==> config.mk <==
export PLATFORM = sky130hd
export DESIGN_NAME = ps2_keyboard_rx
export DESIGN_NICKNAME = d
export VERILOG_FILES = /design/src/rtl/ps2_pkg.sv /design/src/rtl/ps2_filter.sv /design/src/rtl/ps2_keyboard_rx.sv
export SDC_FILE = /design/constraint.sdc
export NUM_CORES = 1
export LEC_CHECK = 0
export BUFFER_PORTS_ARGS = -buffer_cell sky130_fd_sc_hd__buf_2
export CAP_MARGIN = 20
export CORE_AREA = 3 3 68 82
export CTS_CLUSTER_DIAMETER = 80
export DETAILED_ROUTE_END_ITERATION = 12
export DIE_AREA = 0 0 71 85
export PLACE_DENSITY = 0.7
export SLEW_MARGIN = 25
export SYNTH_ARGS = -nofsm -noshare
export SYNTH_HDL_FRONTEND = slang
export SYNTH_SLANG_ARGS = --single-unit
==> constraint.sdc <==
create_clock -name clk -period 2.5 [get_ports clk]
set_input_delay 0.625 -clock clk [delete_from_list [all_inputs] [get_ports clk]]
set_output_delay 0.625 -clock clk [all_outputs]
set_load 0.01 [all_outputs]
==> src/rtl/ps2_pkg.sv <==
// Shared PS/2 receive definitions: FSM states, Set-2 prefix bytes and
// keyboard status/response bytes that carry no key information.
package ps2_pkg;

    typedef enum logic [1:0] {
        ST_IDLE   = 2'd0,
        ST_DATA   = 2'd1,
        ST_PARITY = 2'd2,
        ST_STOP   = 2'd3
    } ps2_state_t;

    localparam logic [7:0] BRK_PREFIX = 8'hF0;
    localparam logic [7:0] EXT_PREFIX = 8'hE0;

    localparam logic [7:0] IGN_ACK    = 8'hFA;
    localparam logic [7:0] IGN_BAT    = 8'hAA;
    localparam logic [7:0] IGN_ECHO   = 8'hEE;
    localparam logic [7:0] IGN_RESEND = 8'hFE;
    localparam logic [7:0] IGN_ERR0   = 8'h00;
    localparam logic [7:0] IGN_ERR1   = 8'hFF;

    function automatic logic is_ignored(input logic [7:0] b);
        return (b == IGN_ACK) || (b == IGN_BAT) || (b == IGN_ECHO) ||
               (b == IGN_RESEND) || (b == IGN_ERR0) || (b == IGN_ERR1);
    endfunction

endpackage

==> src/rtl/ps2_filter.sv <==
// Two-flop synchronizer followed by a run-length filter: the output only
// follows the line once FILTER_LEN consecutive samples disagree with it.
module ps2_filter #(
    parameter int FILTER_LEN = 8
) (
    input  logic clk,
    input  logic reset,
    input  logic i_raw,
    output logic o_filt
);
    localparam int CW = $clog2(FILTER_LEN + 1);

    logic [1:0]    r_sync;
    logic [CW-1:0] r_cnt;
    logic          r_filt;

    always_ff @(posedge clk or posedge reset) begin
        if (reset) begin
            r_sync <= 2'b11;
            r_cnt  <= '0;
            r_filt <= 1'b1;
        end else begin
            r_sync <= {r_sync[0], i_raw};
            if (r_sync[1] == r_filt) begin
                r_cnt <= '0;
            end else if (r_cnt == CW'(FILTER_LEN - 1)) begin
                r_filt <= r_sync[1];
                r_cnt  <= '0;
            end else begin
                r_cnt <= r_cnt + CW'(1);
            end
        end
    end

    assign o_filt = r_filt;

endmodule

==> src/rtl/ps2_keyboard_rx.sv <==
// PS/2 keyboard receiver: frames 11-bit device-to-host words and decodes
// Set-2 make/break/extended sequences into key events.
module ps2_keyboard_rx
    import ps2_pkg::*;
#(
    parameter int FILTER_LEN     = 8,
    parameter int TIMEOUT_CYCLES = 50000
) (
    input  logic       clk,
    input  logic       reset,
    input  logic       ps2_clk,
    input  logic       ps2_data,
    output logic [7:0] keycode,
    output logic       keypress,
    output logic       key_ext,
    output logic       key_valid,
    output logic       frame_err
);
    localparam int TW = $clog2(TIMEOUT_CYCLES + 1);

    logic          w_clk_f;
    logic          w_dat_f;
    logic          w_fall;
    logic          w_frame_ok;

    ps2_state_t    r_state;
    logic          r_clk_prev;
    logic [2:0]    r_bitcnt;
    logic [7:0]    r_shift;
    logic          r_parity;
    logic [TW-1:0] r_tcnt;
    logic          r_brk;
    logic          r_ext;

    ps2_filter #(.FILTER_LEN(FILTER_LEN)) u_clk_filt (
        .clk(clk), .reset(reset), .i_raw(ps2_clk), .o_filt(w_clk_f)
    );

    ps2_filter #(.FILTER_LEN(FILTER_LEN)) u_dat_filt (
        .clk(clk), .reset(reset), .i_raw(ps2_data), .o_filt(w_dat_f)
    );

    assign w_fall     = r_clk_prev & ~w_clk_f;
    // Odd parity over data+parity, and the stop bit sampled on this edge.
    assign w_frame_ok = (^{r_shift, r_parity}) & w_dat_f;

    always_ff @(posedge clk or posedge reset) begin
        if (reset) begin
            r_state    <= ST_IDLE;
            r_clk_prev <= 1'b1;
            r_bitcnt   <= '0;
            r_shift    <= '0;
            r_parity   <= 1'b0;
            r_tcnt     <= '0;
            r_brk      <= 1'b0;
            r_ext      <= 1'b0;
            keycode    <= '0;
            keypress   <= 1'b0;
            key_ext    <= 1'b0;
            key_valid  <= 1'b0;
            frame_err  <= 1'b0;
        end else begin
            r_clk_prev <= w_clk_f;
            key_valid  <= 1'b0;
            frame_err  <= 1'b0;

            // A stalled keyboard mid-frame is dropped silently.
            if (r_state != ST_IDLE && !w_fall) begin
                if (r_tcnt == TW'(TIMEOUT_CYCLES - 1)) begin
                    r_state <= ST_IDLE;
                    r_tcnt  <= '0;
                end else begin
                    r_tcnt <= r_tcnt + TW'(1);
                end
            end else begin
                r_tcnt <= '0;
            end

            if (w_fall) begin
                case (r_state)
                    ST_IDLE: begin
                        if (!w_dat_f) begin
                            r_state  <= ST_DATA;
                            r_bitcnt <= '0;
                        end
                    end
                    ST_DATA: begin
                        r_shift  <= {w_dat_f, r_shift[7:1]};
                        r_bitcnt <= r_bitcnt + 3'd1;
                        if (r_bitcnt == 3'd7) r_state <= ST_PARITY;
                    end
                    ST_PARITY: begin
                        r_parity <= w_dat_f;
                        r_state  <= ST_STOP;
                    end
                    ST_STOP: begin
                        r_state <= ST_IDLE;
                        if (!w_frame_ok) begin
                            frame_err <= 1'b1;
                            r_brk     <= 1'b0;
                            r_ext     <= 1'b0;
                        end else if (r_shift == BRK_PREFIX) begin
                            r_brk <= 1'b1;
                        end else if (r_shift == EXT_PREFIX) begin
                            r_ext <= 1'b1;
                        end else if (!is_ignored(r_shift)) begin
                            keycode   <= r_shift;
                            keypress  <= ~r_brk;
                            key_ext   <= r_ext;
                            key_valid <= 1'b1;
                            r_brk     <= 1'b0;
                            r_ext     <= 1'b0;
                        end
                    end
                    default: r_state <= ST_IDLE;
                endcase
            end
        end
    end

endmodule

==> summary.md, run 1 <==
| Metric | Value |
|---|---|
| Final hold vios | `0` |
| Slowest cell delay on critical path | `610 ps` |
| Setup total negative slack | `0 ps` |
| PortBufs | `15` |
| Vias in the first global route | `1692` |
| Antenna-violating nets left | `0` |
| Drt initial violations | `135` |
| Hold_buf cts | `0` |
| Worst Path Arrival | `between 2000 and 3000 ps` |
| Most common cell after layout, fill and taps aside | `dfrtp_1` |
| Slew headroom | `49.9%` |
| GR Layer Usage met3 | `6.52%` |
| CTS Buffer Depth | `2` |
| Final WL | `4300 microns` |
| Htree depth | `3` |
| GR Util met2 | `25.6%` |
| Clock sink count | `59` |
| Global-route wire length before repair | `7810 microns` |
| Clock Power Share | `~38%` |
| Post-route design area | `3000 sq um` |
| Sequential power share | `47.4%` |
| Slew @ Worst Pin | `751 ps` |
| Wire length per cell | `13.6 microns` |
| GRT met1 Usage | `20.5%` |
| Total track usage | `16.6%` |
| Min-Delay Path Class | `in -> async` |
| R2R setup slack | `200 ps` |
| Filler Cell Count | `411` |
| Cell Area, Placed | `2780 sq um` |
| Via count | `1681` |
| Synth cell types | `38` |
| Maximum vdd drop | `about 0.7 mV` |
| Die area | `between 6000 and 7000 sq um` |
| Crit-path max FO | `11` |
| Core area | `4900 sq um` |
| Clock latency on the worst-skew pair | `330 ps` |
| CP max stage cell | `or4b_4` |
| Storage cell area | `1490 sq um` |
| Syn_area_per_cell | `between 10 and 15 sq um` |
| Die height | `85 microns` |
| DRC Markers | `0` |
| Crit path capture type | `flop` |
| Area delta synth->final | `13.6%` |
| Synthesis-stage register bit count | `59` |
| Max-slew violations | `0` |
| Register area share after synthesis | `56.3%` |
| Detailed-placement wirelength estimate | `2850 microns` |
| RSZ-0062 raised after global routing | `no` |
| Min Tclk post-route | `2300 ps` |
| Worst EP required | `2720 ps` |
| Antenna Cells | `0` |
| Max Clk Rate | `0.434 GHz` |
| Cts bufs inserted | `9` |
| Internal power | `1.81 mW` |
| Antenna violations before repair | `0` |
| Comb power frac | `14.7%` |
| Post-synthesis instance total | `228` |
| Largest net degree at the start of global routing | `39` |
| Crit Path Category | `reg -> reg` |
| RePlAce Congestion | `0.824` |
| Horiz. Die Dim | `71 microns` |
| Fin crit share | `92.2%` |
| I/O Pins | `16` |
| Drt via density | `5.34` |
| Startpoint types | `flop` |
| Status | `finished clean` |
| Mapped Area | `2640 sq um` |
| Buf+Inv Stages, Crit Path | `0` |
| Root Buffer Master | `clkbuf_8` |
| Post-route setup slack | `between 150 and 200 ps` |
| Layout cell share with drive strength beyond 1 | `24.3%` |
| Delay-heaviest family, CP | `XOR/XNOR gates` |
| Std-Cell Rows | `28` |
| Pwr Density | `829 nW/um^2` |
| Area of the multi-input gates | `around 1100 sq um` |
| Pre-CTS WS | `185 ps` |
| Post-CTS Resized | `0` |
| TritonCTS clock tree | `built` |
| Final core occ | `61.2%` |
| Leakage | `1.42 nW` |
| # Max-Cap Violations | `0` |
| CP dominant cell by count | `xnor2_1` |
| Final setup fails | `0` |
| Clk pin slew, worst setup/hold paths | `70 ps` |
| Yosys warnings | `0` |
| Most used routing layer in global routing | `met2` |
| Fin nets | `259` |
| Net Sw Frac | `27.4%` |
| CP cell instances | `xnor2_1 > xnor3_1 > xnor2_1 > or4b_4 > mux2_4` |
| Grt ovf | `0` |
| P_sw | `0.682 mW` |
| Highest-count cells in the layout ignoring fill and taps | `dfrtp_1, nor2_1, xnor2_1` |
| 1st-pass router iterations | `4` |
| Synth Net Count | `237` |
| Clock skew | `7.00 ps` |
| Initial core utilization | `53.8%` |
| Post-CTS Setup Inserts | `0` |
-- cells in the mapped netlist, drive strengths merged --
cell	count	area, sq um
a41oi	1	8.76
mux2	19	244
ha	5	62.6
nand3b	2	15.0
nor4b	1	8.76
o21ai	11	55.1
nand4	5	31.3
nand2b	1	6.26
nor3	4	20.0
o2111ai	1	8.76
and3	2	12.5
buf	2	22.5
dfrtp	52	1300
nor4	4	25.0
mux2i	1	10.0
nor2b	3	18.8
nand2	12	45.0
or2	1	6.26
a22o	2	17.5
or4b	1	13.8
nor3b	1	7.51
xnor3	1	22.5
nand3	7	35.0
and2	3	18.8
a21oi	6	30.0
clkbuf	5	20.0
inv	8	30.0
a31oi	2	12.5
a21o	1	7.51
dfstp	7	184
xor2	7	61.3
nor2	32	120
and4	1	8.76
xnor2	17	149
-- metal layers --
layer | vias up | wire (microns)
met4 | 0 | 71
li1 | 825 | -
met1 | 821 | 1960
met2 | 26 | 2110
met3 | 9 | 165
met5 | - | 0
-- metrics by stage --
step / power, mW / hold slack (ps) / std cells
finish: 2.49 / 301 / 315
global route: 2.65 / 319 / 315
floorplan: 1.47 / 345 / 228
detailed placement: 1.57 / 347 / 299
CTS: 2.53 / 296 / 315
global placement: 1.55 / 345 / 299
-- kinds of logic after synthesis --
family	Yosys count	share of synthesized area, %
AND/OR/NAND/NOR	80	14.9
multiplexers	20	9.62
AO/OA/AOI/OAI	24	5.31
XOR/XNOR	25	8.82
buffers and inverters	15	2.75
adder cells (fa/ha/maj)	5	2.37
flip-flops	59	56.3
-- state kept, by name, indices dropped and copies added (netlist names) --
register / count
frame_err: 1
key_ext: 1
key_valid: 1
keycode: 8
keypress: 1
r_bitcnt: 3
r_brk: 1
r_clk_prev: 1
r_ext: 1
r_parity: 1
r_shift: 8
r_state: 2
r_tcnt: 16
u_clk_filt.o_filt: 1
u_clk_filt.r_cnt: 4
u_clk_filt.r_sync: 2
u_dat_filt.o_filt: 1
u_dat_filt.r_cnt: 4
u_dat_filt.r_sync: 2
-- path summary, 6_finish.rpt --
path,startpoint,endpoint,cells after the start
max,r_shift[3]$_DFFE_PP0P_,keycode[1]$_DFFE_PP0P_,5
min,reset,r_ext$_DFFE_PP0P_,2
max reg2reg,r_shift[3]$_DFFE_PP0P_,keycode[1]$_DFFE_PP0P_,5
min reg2reg,u_dat_filt.r_sync[0]$_DFF_PP1_,u_dat_filt.r_sync[1]$_DFF_PP1_,0
max in group asynchronous,reset,u_clk_filt.r_sync[1]$_DFF_PP1_,3
min in group clk,u_dat_filt.r_sync[0]$_DFF_PP1_,u_dat_filt.r_sync[1]$_DFF_PP1_,0
-- worst reg2reg max path, delay by kind of cell, from the launching register on --
| family | cells | cell delay [ps] |
|---|---|---|
| xor+xnor | 3 | 800 |
| flops | 1 | 450 |
| simple gates | 1 | 610 |
| mux | 1 | 340 |
-- cell type report --
class	count	area share, %
flip-flops and latches	59	49.5
multi-input cells	154	36.1
clock buffers	10	4.25
repair buffers	18	3.67
clock inverters	6	3.00
well taps	60	2.50
inverters	8	1.00
-- power by group through the flow --
stage          sequential (mW)  clock (mW)  combinational, mW
6_report                  1.18       0.943              0.366
5_1_grt                   1.20        1.03              0.426
4_1_cts                   1.18       0.979              0.376
3_5_place_dp              1.20           0              0.375
3_3_place_gp              1.19           0              0.362
2_1_floorplan             1.17           0              0.297
No activity file was read; power rests on OpenSTA's default activity.
==> run 2, diff against run 1 <==
==> config.mk (replaced) <==
export PLATFORM = sky130hd
export DESIGN_NAME = ps2_keyboard_rx
export DESIGN_NICKNAME = d
export VERILOG_FILES = /design/src/rtl/ps2_pkg.sv /design/src/rtl/ps2_filter.sv /design/src/rtl/ps2_keyboard_rx.sv
export SDC_FILE = /design/constraint.sdc
export NUM_CORES = 1
export LEC_CHECK = 0
export CAP_MARGIN = 20
export CORE_AREA = 3 3 68 83
export CTS_CLUSTER_DIAMETER = 80
export DETAILED_ROUTE_END_ITERATION = 12
export DIE_AREA = 0 0 71 86
export DONT_BUFFER_PORTS = 1
export PLACE_DENSITY = 0.68
export SLEW_MARGIN = 25
export SYNTH_ARGS = -nofsm -noshare
export SYNTH_HDL_FRONTEND = slang
export SYNTH_HIERARCHICAL = 1
export SYNTH_SLANG_ARGS = --single-unit
==> run 2 against run 1 <==
Against the previous run:
- sequential share of layout area rose by 1.3 points
- area after synthesis rose by 1.1%
- wire length rose by 0.81%
- sequential power barely moved
- clock power fell by 13%
- largest cell class unchanged
- register-to-register slack barely moved
- maximum frequency fell by 0.42%
- critical path depth did not move
- worst setup slack got worse by 9.6 ps
- cell count fell by 4.8%
- total power fell by 4.2%
==> summary.md, run 2 <==
| Metric | Value |
|---|---|
| Status | `finished clean` |
| Antenna Cells | `0` |
| Slowest cell delay on critical path | `620 ps` |
| Worst Path Arrival | `roughly 2500 ps` |
| Synth cell types | `38` |
| Post-synth top cells | `dfrtp_1, nor2_1, xnor2_1` |
| Post-CTS Resized | `0` |
| Grt ovf | `0` |
| Area leader, netlist | `dfrtp_1` |
| Antenna violations before repair | `0` |
| Largest net degree at the start of global routing | `25` |
| Syn_area_per_cell | `11.6 sq um` |
| Setup total negative slack | `0 ps` |
| Comb power frac | `15.7%` |
| Synthesis-stage register bit count | `59` |
| Final WL | `4330 microns` |
| Top flop regs | `r_tcnt (16), keycode (8), r_shift (8)` |
| Post-route setup slack | `186 ps` |
| Post-CTS Setup Inserts | `0` |
| Via count | `1624` |
| Drt via density | `around 5.4` |
| Most common cell after layout, fill and taps aside | `dfrtp_1` |
| Wire length per cell | `14.4 microns` |
| Std-Cell Rows | `28` |
| Clk pin slew, worst setup/hold paths | `60 ps` |
| Clock latency on the worst-skew pair | `about 330 ps` |
| Mapped Area | `2670 sq um` |
| Final hold vios | `0` |
| Biggest register | `r_tcnt` |
| Die area | `6110 sq um` |
| Maximum vdd drop | `0.532 mV` |
| CP max stage cell | `or4b_4` |
| Pwr Density | `815 nW/um^2` |
| Post-synthesis instance total | `230` |
| TritonCTS clock tree | `built` |
| Antenna-violating nets left | `0` |
| Ys flop type | `dfrtp_1` |
| Worst EP required | `2710 ps` |
| Core area | `between 4000 and 5000 sq um` |
| I/O Pins | `16` |
| Cts bufs inserted | `9` |
| Crit-path max FO | `11` |
| Highest-count cells in the layout ignoring fill and taps | `dfrtp_1, nor2_1, xnor2_1` |
| PortBufs | `0` |
| CP cell instances | `xor2_1 > xnor3_1 > xnor2_1 > or4b_4 > mux2_4` |
| Leakage | `1.34 nW` |
| Ranking of synthesized cells by area | `dfrtp_1, dfstp_2, mux2_4` |
| Clock skew | `8.65 ps` |
| Slew @ Worst Pin | `819 ps` |
| Min Tclk post-route | `roughly 2300 ps` |
| Crit path capture type | `flop` |
| Most frequent cell after synthesis | `dfrtp_1` |
| DRC Markers | `0` |
| Htree depth | `3` |
| 1st-pass router iterations | `4` |
| Pre-CTS WS | `about 200 ps` |
| Startpoint types | `flop` |
| Storage cell area | `1490 sq um` |
| Fin crit share | `between 90 and 100%` |
| Min-Delay Path Class | `in -> async` |
| Filler Cell Count | `400` |
| Die height | `~86 microns` |
| Share of the synthesized area in the top cell type | `approximately 49%` |
| Net Sw Frac | `27.0%` |
| Crit Path Category | `reg -> reg` |
| Root Buffer Master | `clkbuf_8` |
| EDFF count, synth | `0` |
| Area of the multi-input gates | `1090 sq um` |
| Global-route wire length before repair | `7480 microns` |
| Synth Net Count | `239` |
| Register area share after synthesis | `55.6%` |
| Max-slew violations | `0` |
| Vias in the first global route | `approximately 1700` |
| Max Clk Rate | `between 0.4 and 0.5 GHz` |
| Slew headroom | `between 40% and 50%` |
| CTS Buffer Depth | `2` |
| Layout cell share with drive strength beyond 1 | `17.9%` |
| Initial core utilization | `54.4%` |
| RSZ-0062 raised after global routing | `no` |
| RePlAce Congestion | `0.800` |
| Clock sink count | `59` |
| Hold_buf cts | `0` |
| Drt initial violations | `153` |
| Fin nets | `around 240` |
| Yosys warnings | `6` |
| Horiz. Die Dim | `71 microns` |
| # Max-Cap Violations | `0` |
| Area delta synth->final | `9.56%` |
| Total track usage | `16.1%` |
| P_sw | `0.643 mW` |
| Sequential power share | `50.0%` |
| Detailed-placement wirelength estimate | `2980 microns` |
| Final setup fails | `0` |
| Max reg flops | `16` |
| Internal power | `~1.7 mW` |
| Clock Power Share | `around a third` |
| Asr flop ratio synth | `100%` |
==> run 2: critical path: cells and delay by family (launching register included) <==
| family | cells | cell delay, ps |
|---|---|---|
| multiplexers | 1 | 340 |
| AND/OR/NAND/NOR | 1 | 620 |
| XOR/XNOR | 3 | 780 |
| flip-flops | 1 | 450 |
==> run 2: layout make-up <==
type / instances / area share [%]
flip-flops and latches: 59 / 50.8
clock inverters: 2 / 1.20
repair buffers: 3 / 1.20
multi-input cells: 149 / 37.4
well taps: 60 / 2.57
clock buffers: 14 / 5.22
inverters: 13 / 1.67
==> run 2: layer usage <==
layer	vias to the layer above	routed length [microns]	global-route usage [%]
met5	-	0	0
li1	805	-	-
met1	786	2020	19.6
met2	28	2060	25.4
met4	0	63	7.18
met3	5	194	6.10
==> run 2: cells by family (layout without fill, tap and decap cells) <==
logic type / Yosys count / in the layout / share of synthesized area, %
AO/OA/AOI/OAI: 27 / 27 / 6.28
XOR/XNOR: 25 / 25 / 8.72
adder cells (fa/ha/maj): 5 / 5 / 2.34
buffers and inverters: 22 / 32 / 3.42
flip-flops: 59 / 59 / 55.6
multiplexers: 19 / 19 / 9.38
AND/OR/NAND/NOR: 73 / 73 / 14.2
==> run 2: path summary, 6_finish.rpt <==
path,start,cells after the start,endpoint,slack (ps)
setup / recovery,r_shift[3]$_DFFE_PP0P_,5,keycode[0]$_DFFE_PP0P_,190
hold / removal,reset,1,u_dat_filt/r_cnt[1]$_DFF_PP0_,110
setup reg to reg,r_shift[3]$_DFFE_PP0P_,5,keycode[0]$_DFFE_PP0P_,190
hold reg to reg,u_dat_filt/r_sync[0]$_DFF_PP1_,0,u_dat_filt/r_sync[1]$_DFF_PP1_,360
max in group asynchronous,reset,2,frame_err$_DFF_PP0_,1730
min in group clk,ps2_clk,0,u_clk_filt/r_sync[0]$_DFF_PP1_,290
==> run 2: through the flow <==
step / area, sq um / power [mW] / std cells / utilization (%) / hold WS [ps]
after global placement: 2740 / 1.57 / 284 / 55.8 / 346
after floorplan: 2670 / 1.48 / 230 / - / 345
after detailed placement: 2740 / 1.59 / 284 / 55.8 / 348
final: 2920 / 2.38 / 300 / 59.6 / 106
after global routing: 2920 / 2.52 / 300 / 59.6 / 99.5
after CTS: 2920 / 2.42 / 300 / 59.6 / 97.4
==> run 2: power groups by stage <==
stage	clock (mW)	sequential, mW	combinational, mW
global placement	0	1.20	0.371
CTS	0.844	1.19	0.382
detailed placement	0	1.21	0.380
finish	0.819	1.19	0.373
floorplan	0	1.17	0.307
global route	0.890	1.21	0.426
==> run 3, diff against run 2 <==
--- a/config.mk
+++ b/config.mk
@@ -6,10 +6,10 @@
 export NUM_CORES = 1
 export LEC_CHECK = 0
 export CAP_MARGIN = 20
-export CORE_AREA = 3 3 68 83
+export CORE_AREA = 3 3 103 56
 export CTS_CLUSTER_DIAMETER = 80
 export DETAILED_ROUTE_END_ITERATION = 12
-export DIE_AREA = 0 0 71 86
+export DIE_AREA = 0 0 106 59
 export DONT_BUFFER_PORTS = 1
 export PLACE_DENSITY = 0.68
 export SLEW_MARGIN = 25
==> run 3 against run 2 <==
Against the previous run:
- core utilization grew 0.85 points
- final area grew 0.60%
- total power shrank 1.1%
- hold slack lost 4.2 ps
- critical endpoint is now keycode[3]$_DFFE_PP0P_
- largest power group unchanged
==> summary.md, run 3 (synthesis results as in run 2) <==
| Metric | Value |
|---|---|
| Top routing layer used | `met4` |
| Final WL | `4360 microns` |
| Status | `finished clean` |
| Pwr Density | `801 nW/um^2` |
| Total track usage | `approximately 16%` |
| Clk pin slew, worst setup/hold paths | `roughly 70 ps` |
| Startpoint types | `flop` |
| Die height | `59 microns` |
| DRC Markers | `0` |
| Global-route wire length before repair | `7670 microns` |
| Fin crit share | `roughly 94%` |
| Clock Power Share | `33.4%` |
| Worst path depth | `5` |
| Htree depth | `3` |
| Worst EP required | `2720 ps` |
| R2R Path End | `keycode[3]$_DFFE_PP0P_` |
| Drt initial violations | `roughly 70` |
| R2R setup slack | `160 ps` |
| Initial core utilization | `54.9%` |
| Layout cell share with drive strength beyond 1 | `19.8%` |
| Crit path capture type | `flop` |
| Wire length on met1 | `between 2000 and 2500 microns` |
| Fin nets | `about 250` |
| Grt ovf | `0` |
| Crit Path Category | `reg -> reg` |
| Top flop regs | `r_tcnt (16), keycode (8), r_shift (8)` |
| Wire length per cell | `14.0 microns` |
| Reg2Reg Depth | `5` |
| Drt via density | `~5.3` |
| Crit-path max FO | `11` |
| Root Buffer Master | `clkbuf_8` |
| CP cell instances | `xor2_1 > xnor3_1 > xnor2_1 > or4b_4 > mux2_4` |
| Max Clk Rate | `0.428 GHz` |
| Largest net degree at the start of global routing | `23` |
| Max-slew violations | `0` |
| Die area | `between 6000 and 7000 sq um` |
| Std-Cell Rows | `18` |
| Highest-count cells in the layout ignoring fill and taps | `dfrtp_1, nor2_1, xnor2_1` |
| Buf+Inv Stages, Crit Path | `0` |
| Antenna-violating nets left | `0` |
| Maximum vdd drop | `around 0.41 mV` |
| RSZ-0062 raised after global routing | `no` |
| Worst Path Arrival | `2560 ps` |
| CP max stage cell | `or4b_4` |
| Detailed-placement wirelength estimate | `roughly 3100 microns` |
| # Max-Cap Violations | `0` |
| Area of the multi-input gates | `1090 sq um` |
| Cts bufs inserted | `9` |
| TritonCTS clock tree | `built` |
| Internal power | `between 1.5 and 2 mW` |
| Vias in the first global route | `1634` |
| Clock skew | `8.41 ps` |
| Max reg flops | `16` |
| Clock latency on the worst-skew pair | `330 ps` |
| Antenna violations before repair | `0` |
| Final setup fails | `0` |
| Delay-heaviest family, CP | `XOR/XNOR gates` |
| RePlAce Congestion | `0.815` |
| Post-CTS Setup Inserts | `0` |
| Clock sink count | `around 60` |
| Net Sw Frac | `29.2%` |
| Min-Delay Path Class | `in -> async` |
| PortBufs | `0` |
| Slowest cell delay on critical path | `610 ps` |
| 1st-pass router iterations | `4` |
| Most common cell after layout, fill and taps aside | `dfrtp_1` |
| Worst r2r src | `r_shift[4]$_DFFE_PP0P_` |
| Storage cell area | `1490 sq um` |
| I/O Pins | `16` |
| Met2 wire length | `2010 microns` |
| Slew headroom | `64.1%` |
| Area delta synth->final | `10.2%` |
| Sequential power share | `50.5%` |
| Final hold vios | `0` |
| Setup total negative slack | `0 ps` |
| Dpl cells | `between 200 and 300` |
| Filler Cell Count | `404` |
| Comb power frac | `approximately 16%` |
| Non-Filler Instances | `312` |
| CTS Buffer Depth | `2` |
| Core area | `4860 sq um` |
| Leakage | `about 1.3 nW` |
| Via count | `1664` |
| Min Tclk post-route | `around 2300 ps` |
| P_sw | `0.688 mW` |
| Horiz. Die Dim | `106 microns` |
| Antenna Cells | `0` |
| Biggest register | `r_tcnt` |
| WL met3 | `242 microns` |
| Slew @ Worst Pin | `533 ps` |
[run 3: final cells by class]
| class | count | area share (%) |
|---|---|---|
| clock buffers | 11 | 5.15 |
| clock inverters | 5 | 1.23 |
| inverters | 13 | 1.66 |
| multi-input cells | 149 | 37.1 |
| flip-flops and latches | 59 | 50.5 |
| well taps | 70 | 2.98 |
| repair buffers | 5 | 1.36 |
[run 3: layer usage]
layer / track usage (%) / vias up
met5: 0 / -
met4: 6.09 / 0
met3: 8.27 / 7
met2: 26.0 / 38
met1: 19.0 / 808
li1: - / 811
[run 3: timing repair]
item | 4_1_cts | 5_1_grt
hold buffers | 0 | 1
gates resized for setup | 0 | 0
endpoints found under the hold margin | 0 | 1
[run 3: how the worst max path moves through the flow]
stage                                 startpoint                      to
after global routing      r_shift[4]$_DFFE_PP0P_  keycode[1]$_DFFE_PP0P_
final                     r_shift[4]$_DFFE_PP0P_  keycode[3]$_DFFE_PP0P_
after CTS                 r_shift[4]$_DFFE_PP0P_  keycode[3]$_DFFE_PP0P_
after detailed placement  r_shift[4]$_DFFE_PP0P_  keycode[3]$_DFFE_PP0P_
after global placement    r_shift[4]$_DFFE_PP0P_  keycode[7]$_DFFE_PP0P_
after floorplan           r_shift[4]$_DFFE_PP0P_     key_ext$_DFFE_PP0P_
[run 3: power by group through the flow]
stage	Clock [mW]	Combinational (mW)	Sequential (mW)
global route	0.871	0.438	1.21
finish	0.787	0.380	1.19
global placement	0	0.366	1.20
floorplan	0	0.307	1.17
detailed placement	0	0.383	1.21
CTS	0.816	0.386	1.19
[run 3: per-stage QoR]
step / utilization (%) / setup slack, ps / power, mW / area (sq um) / hold slack [ps]
finish: 60.5 / 162 / 2.36 / 2940 / 102
global route: 60.5 / 76.6 / 2.52 / 2940 / 81.3
CTS: 60.3 / 164 / 2.39 / 2930 / 1.26
detailed placement: 56.4 / 185 / 1.59 / 2740 / 347
global placement: 56.4 / 239 / 1.56 / 2740 / 346
floorplan: - / 270 / 1.48 / 2670 / 345
